`src/rtl/fetch_buffer.sv`:
```
// Instruction fetch buffer: issues word-aligned fetch requests, tracks
// in-flight responses, queues returned instructions with their PCs, and
// flushes on branch redirects while discarding stale responses.
module fetch_buffer #(
  parameter int unsigned DEPTH    = 4,
  parameter logic [31:0] RESET_PC = 32'h0000_0000
) (
  input  logic                       clk1,
  input  logic                       reset1,
  output logic                       imem_req_valid,
  input  logic                       imem_req_ready,
  output logic [31:0]                imem_req_addr,
  input  logic                       imem_rsp_valid,
  input  logic [31:0]                imem_rsp_data,
  input  logic                       redirect_valid,
  input  logic [31:0]                redirect_pc,
  output logic                       inst_valid,
  input  logic                       inst_ready,
  output logic [31:0]                inst_out,
  output logic [31:0]                inst_pc,
  output logic [$clog2(DEPTH+1)-1:0] fifo_count
);

  localparam int CNT_W = $clog2(DEPTH + 1);
  localparam int PTR_W = $clog2(DEPTH);

  logic [31:0]      fetch_pc_q, fetch_pc_d;
  logic [31:0]      rsp_pc_q, rsp_pc_d;
  logic [CNT_W-1:0] outst_q, outst_d;
  logic [CNT_W-1:0] drop_q, drop_d;
  logic [CNT_W-1:0] count_q, count_d;
  logic [PTR_W-1:0] rd_ptr_q, rd_ptr_d;
  logic [PTR_W-1:0] wr_ptr_q, wr_ptr_d;

  logic [31:0]      data_mem_q [DEPTH];
  logic [31:0]      pc_mem_q   [DEPTH];

  logic [CNT_W:0]   occupancy;
  logic             req_hs;
  logic             pop;
  logic             rsp_keep;
  logic             rsp_drop;
  logic [31:0]      redirect_aligned;

  // Entries already queued plus responses still owed; a request is only
  // issued when its response is guaranteed a free slot.
  assign occupancy        = {1'b0, count_q} + {1'b0, outst_q};
  assign redirect_aligned = {redirect_pc[31:2], 2'b00};

  assign imem_req_valid = !reset1 && !redirect_valid
                          && (occupancy < (CNT_W+1)'(DEPTH));
  assign imem_req_addr  = fetch_pc_q;
  assign inst_valid     = (count_q != '0) && !redirect_valid;
  assign inst_out       = (count_q != '0) ? data_mem_q[rd_ptr_q] : 32'h0;
  assign inst_pc        = (count_q != '0) ? pc_mem_q[rd_ptr_q] : 32'h0;
  assign fifo_count     = count_q;

  assign req_hs   = imem_req_valid && imem_req_ready;
  assign pop      = inst_valid && inst_ready;
  assign rsp_keep = imem_rsp_valid && !redirect_valid && (drop_q == '0);
  assign rsp_drop = imem_rsp_valid && !redirect_valid && (drop_q != '0);

  // Next-state for PCs, in-flight/stale counters and FIFO pointers.
  always_comb begin
    fetch_pc_d = fetch_pc_q;
    rsp_pc_d   = rsp_pc_q;
    outst_d    = outst_q;
    drop_d     = drop_q;
    count_d    = count_q;
    rd_ptr_d   = rd_ptr_q;
    wr_ptr_d   = wr_ptr_q;
    if (redirect_valid) begin
      // Every response still owed after this cycle belongs to the old path,
      // so the stale count becomes exactly the remaining in-flight count.
      fetch_pc_d = redirect_aligned;
      rsp_pc_d   = redirect_aligned;
      outst_d    = outst_q - CNT_W'(imem_rsp_valid);
      drop_d     = outst_q - CNT_W'(imem_rsp_valid);
      count_d    = '0;
      rd_ptr_d   = '0;
      wr_ptr_d   = '0;
    end else begin
      if (req_hs) begin
        fetch_pc_d = fetch_pc_q + 32'd4;
      end
      outst_d = outst_q + CNT_W'(req_hs) - CNT_W'(imem_rsp_valid);
      if (rsp_drop) begin
        drop_d = drop_q - CNT_W'(1);
      end
      if (rsp_keep) begin
        rsp_pc_d = rsp_pc_q + 32'd4;
        wr_ptr_d = wr_ptr_q + PTR_W'(1);
      end
      if (pop) begin
        rd_ptr_d = rd_ptr_q + PTR_W'(1);
      end
      count_d = count_q + CNT_W'(rsp_keep) - CNT_W'(pop);
    end
  end

  // Control state with asynchronous reset.
  always_ff @(posedge clk1 or posedge reset1) begin
    if (reset1) begin
      fetch_pc_q <= RESET_PC;
      rsp_pc_q   <= RESET_PC;
      outst_q    <= '0;
      drop_q     <= '0;
      count_q    <= '0;
      rd_ptr_q   <= '0;
      wr_ptr_q   <= '0;
    end else begin
      fetch_pc_q <= fetch_pc_d;
      rsp_pc_q   <= rsp_pc_d;
      outst_q    <= outst_d;
      drop_q     <= drop_d;
      count_q    <= count_d;
      rd_ptr_q   <= rd_ptr_d;
      wr_ptr_q   <= wr_ptr_d;
    end
  end

  // FIFO storage; contents are only visible through count_q, so no reset.
  always_ff @(posedge clk1) begin
    if (rsp_keep) begin
      data_mem_q[wr_ptr_q] <= imem_rsp_data;
      pc_mem_q[wr_ptr_q]   <= rsp_pc_q;
    end
  end

endmodule

```
`config.mk`:
```
export PLATFORM = sky130hd
export DESIGN_NAME = fetch_buffer
export DESIGN_NICKNAME = d
export VERILOG_FILES = /design/src/rtl/fetch_buffer.sv
export SDC_FILE = /design/constraint.sdc
export NUM_CORES = 1
export LEC_CHECK = 0
export ABC_AREA = 1
export BUFFER_PORTS_ARGS = -buffer_cell sky130_fd_sc_hd__buf_2
export CAP_MARGIN = 20
export CORE_MARGIN = 5
export CORE_UTILIZATION = 55
export CTS_CLUSTER_SIZE = 16
export DETAILED_ROUTE_END_ITERATION = 16
export PLACE_DENSITY = 0.76
export SETUP_SLACK_MARGIN = 0.4
export SYNTH_ARGS = -nofsm -noshare
export SYNTH_HDL_FRONTEND = slang
export SYNTH_SLANG_ARGS = --single-unit
```
`constraint.sdc`:
```
create_clock -name clk1 -period 12.9 [get_ports clk1]
set_input_delay 2.58 -clock clk1 [delete_from_list [all_inputs] [get_ports clk1]]
set_output_delay 2.58 -clock clk1 [all_outputs]
set_load 0.005 [all_outputs]
```
Word-level counts from Yosys, hierarchy flattened. Memories as Yosys holds them, arrays and structs flattened. Index checks and enable logic that the tools add are counted.

$add $sub $neg: 11. Mux-type cells: 16. Reduce and logical (&&, ||, !) cells: 17. $lt $le $gt $ge: 1.

Operators by type and width (count): 32-bit two-way mux (6); 32-bit by 3-bit adder with 32-bit output, second input constant (2); 3-bit two-way mux (4); 3-bit by 1-bit subtractor with 3-bit output (3); 1-bit logical AND (8); 2-bit two-way mux (4); 2-bit nonzero test (4); 3-bit by 1-bit adder with 3-bit output (2); 3-bit nonzero test (2); 2-bit by 1-bit adder with 2-bit output, second input constant (2); 3-bit by 3-bit adder with 4-bit output (1); 4-bit by 3-bit < comparator with 1-bit output, second input constant (1); 3-bit logical NOT (1); 3-bit by 1-bit subtractor with 3-bit output, second input constant (1); 1-bit logical NOT (2); 1-bit two-way mux (2).

Logic and storage cells: 54. Memory bits (writable): 256. Flip-flop bits (word level): 77. Memories kept: 2.

Memory list: data_mem_q (depth 4, bits a word 32, read ports 1, clocked after Yosys merged registers in 0, write ports 1, line 35) `logic [31:0] data_mem_q [DEPTH];`; pc_mem_q (depth 4, bits a word 32, read ports 1, clocked after Yosys merged registers in 0, write ports 1, line 36) `logic [31:0] pc_mem_q [DEPTH];`.

Logic depth before layout (Yosys ltp).
Word-level depth: 7. Mapped depth: 13.

Worst setup path before layout. No wires, ideal clock.

Path type: input-to-reg. From: input port redirect_valid. To: memory data_mem_q[0][0] (enable). Stages on the path: 5. Setup time: 482 ps. Arrival time: 5767 ps. Required time: 12418 ps. Slack: 6650 ps. Path through: buf_6 inv_2 nand4_1 clkbuf_1 nor2_1.

Longest elaborated chain between the ends: 5.

Ends and longest elaborated chain: start, declared (line 15) `input logic redirect_valid,`; 1-bit logical NOT (line 60) `assign rsp_keep = imem_rsp_valid && !redirect_valid && (drop_q == '0);`; 1-bit logical AND (2 in series) (line 60); 1-bit two-way mux (line 124) `if (rsp_keep) begin`; 1-bit two-way mux (not written as such) (line 125) `data_mem_q[wr_ptr_q] <= imem_rsp_data;`; end, declared (line 35).

No other way between the ends.

Worst setup path in the final report.
From: input port redirect_valid. To: output port imem_req_valid.

Longest elaborated chain between the ends: 3.

Ends and longest elaborated chain: 1-bit logical NOT (line 50) `assign imem_req_valid = !reset1 && !redirect_valid`; 1-bit logical AND (line 50); 1-bit logical AND (line 51) `&& (occupancy < (CNT_W+1)'(DEPTH));`; end, declared (line 10) `output logic imem_req_valid,`.

No other way between the ends.

==> impl_results.md <==
- Final setup vio count: 0
- Vias in the first global route: 10,623
- Residual DRC: 0
- # rows: 60
- Internal power: 2.092 mW
- Psw: 984.6 µW
- Final WS setup: 6.712 ns
- Total Wirelength: 34,380 µm
- Syn Area/Cell: 9.514 µm²
- Diodes inserted: 0
- Clk sink count: 321
- Via density: 5.389
- Tcrit/Tclk final: 0.4797
- Worst Tran Pin Value: 0.9885 ns
- Hold Vio Cnt, Final: 0
- Final Max Slew Viols: 0
- Max IR drop VDD: 0.1135 mV
- Number of fill cells: 2,111
- Place WS: 6.716 ns
- TritonCTS clock tree: done
- Latest clock arrival within the worst-skew pair: 0.52 ns
- Syn-to-layout area delta: 15.40%
- Post_cts resized: 0
- Outcome: completed
- Clock slew at the register clock pins of the worst setup and hold paths: 0.06 ns
- Vias: 11,133
- Worst path required time: 10.32 ns
- Worst setup SP type: input port
- Area of the multi-input gates: 4726 µm²
- Syn. warnings: 0
- Critical path arrival: 3.61 ns
- GP Congestion: 0.9039
- Unrepaired setup endpoints after global routing: false
- Nets@finish: 1,787
- Maximum number of pins on one net before global-route repair: 126
- Gr usage total: 0.2239
- Register Area: 9279 µm²
- CTS H-tree lvls: 2
- DP Wirelength: 20,710 µm
- Die Y: 173.7 µm
- Final worst path period need: 6.188 ns
- Worst Path Max Fanout: 43
- Post-DRT Antenna Nets: 0
- Overall power: 3.077 mW
- Cell count after synthesis: 1,549
- Leak: 7.061 nW
- Crit. End Element: primary output
- Slew headroom: 0.3410
- 1st-pass router iterations: 5
- Avg WL per Cell: 16.64 µm
- Core area: 26,650 µm²
- MaxCap Viol Count: 0
- Initial antenna violation count: 0
- Port bufs: 164
- Seq cells post-synth: 321
- I/O pin cnt: 171
- First-pass GRT wire length: 54,760 µm
- Yosys cell types: 32
- Clock share of power: 0.333
- Share of cells above drive strength 1: 0.1484
- DRT iter0 DRCs: 870
- Achievable Freq: 161.6 MHz
- PwrDens: 180.9 nW/µm²
- Hold Worst Slack: 0.5434 ns
- Clock tree buffer depth: 3
- CTS Buf Count: 35
- Initial Util: 0.5530
- Seq/Total Area, Yosys: 0.6293
- HP Class: flop to flop
- Die area: 30,170 µm²
- Setup Buffers After CTS: 0
- Chip width: 173.7 µm
- Kind of critical path: input port to primary output
- Skew final: 0.01360 ns
- Comb pwr share: 0.239
- Hold-fix buffers at CTS: 0
- Final setup TNS: 0 ns
- GR Overflow Total: 0
- Syn Std Cell Area: 14,740 µm²
- Sequential share of power: 0.428
- Root Buffer: clkbuf_16
- Switching Share: 0.3200
critical path: stages:
cell,delay (ns)
buf_2,0.62
nor2_2,0.09
nand2_2,0.13
nor2_2,0.06
buf_2,0.13
power groups by stage:
stage	combinational [mW]	clock (mW)	sequential, mW
final	0.735	1.02	1.32
after global routing	0.837	1.08	1.33
after detailed placement	0.729	0	1.33
after CTS	0.735	1.04	1.31
after floorplan	0.486	0	1.28
after global placement	0.710	0	1.33
final timing paths:
check / from / end / slack, ns / depth (start not counted)
min in group asynchronous: reset1 / imem_req_addr[31] / 2.38 / 3
worst min register to register: rsp_pc_q[31] / pc_mem_q[1][31] / 0.54 / 0
max in group asynchronous: reset1 / rd_ptr_q[0] / 9.77 / 3
worst max register to register: fifo_count[1] / fifo_count[2] / 9.88 / 14
worst max-delay path: redirect_valid / imem_req_valid / 6.71 / 5
worst min-delay path: rsp_pc_q[31] / pc_mem_q[1][31] / 0.54 / 0
cell families (layout without fill, tap and decap cells):
kind of cell / count (synthesis) / in the layout / synth area share
fa+ha+maj: 18 / 18 / 0.01630
xor+xnor: 14 / 14 / 0.008321
compound gates: 244 / 244 / 0.08567
simple gates: 763 / 763 / 0.2073
other cells: 1 / 4 / 0.0002545
buf+inv: 188 / 361 / 0.05281
flops: 321 / 321 / 0.6293
sequential cells by signal, indices dropped and copies added, names as in the netlist:
register	flops
data_mem_q	128
pc_mem_q	120
imem_req_addr	30
rsp_pc_q	30
drop_q	3
fifo_count	3
outst_q	3
rd_ptr_q	2
wr_ptr_q	2
stage by stage:
step                      instances    util  area, µm²
after floorplan                1552       -      14750
after global placement         2002  0.5927      15800
after detailed placement       2002  0.5927      15800
after CTS                      2065  0.6371      16980
after global routing           2066  0.6381      17010
final                          2066  0.6381      17010
cell usage in the layout, fill, tap and decap left out, types with 3 or more instances in the layout:
master	instances
nor2_1	329
xnor2_1	3
clkinv_1	8
o211ai_1	8
clkinv_2	6
buf_2	164
nand2_2	5
inv_2	6
buf_4	12
bufinv_16	6
a21oi_1	73
inv_1	114
ha_1	16
nand3_1	93
o21bai_1	6
o21ai_0	154
nand2_1	316
conb_1	4
nor2_2	6
clkbuf_16	35
nor2_4	6
edfxtp_1	248
dfrtp_1	71
xor2_1	11
clkbuf_1	5
Yosys cell counts:
cell | count | share of area
inv_2 | 5 | 0.0013
and2_1 | 1 | 0.00042
ha_1 | 16 | 0.014
buf_6 | 3 | 0.0023
nor2_1 | 333 | 0.085
or2_2 | 2 | 0.00085
nor2_4 | 2 | 0.0015
inv_1 | 115 | 0.029
dfrtp_1 | 73 | 0.12
edfxtp_1 | 248 | 0.51
buf_4 | 7 | 0.0036
buf_2 | 19 | 0.0065
xnor2_1 | 3 | 0.0018
clkinv_1 | 1 | 0.00025
xor2_1 | 11 | 0.0065
nand2_2 | 5 | 0.0021
nor2_2 | 6 | 0.0025
nor3_4 | 1 | 0.0011
nand4_1 | 2 | 0.00085
o221ai_1 | 1 | 0.00059
nand3_1 | 93 | 0.032
o21ai_0 | 154 | 0.052
o21bai_1 | 6 | 0.0031
nand3b_1 | 2 | 0.0010
a31oi_1 | 2 | 0.00085
buf_1 | 9 | 0.0023
o211ai_1 | 8 | 0.0041
conb_1 | 1 | 0.00025
nand2_1 | 316 | 0.080
a21oi_1 | 73 | 0.025
fa_1 | 2 | 0.0027
clkbuf_1 | 29 | 0.0074
layout make-up:
type | count | share of cell area
Tap cell | 341 | 0.02509
Timing Repair Buffer | 177 | 0.05518
Inverter | 121 | 0.02671
Sequential cell | 321 | 0.5456
Clock inverter | 22 | 0.01611
Clock buffer | 41 | 0.05341
Multi-Input combinational cell | 1043 | 0.2779
per-layer routing:
metal / up-vias / GRT usage / share of wire
met5: - / 0 / 0
met4: 0 / 0.06467 / 0.024
met3: 65 / 0.03708 / 0.073
met2: 419 / 0.3749 / 0.48
met1: 5215 / 0.3057 / 0.42
li1: 5434 / - / -
No activity file was read; power rests on OpenSTA's default activity.
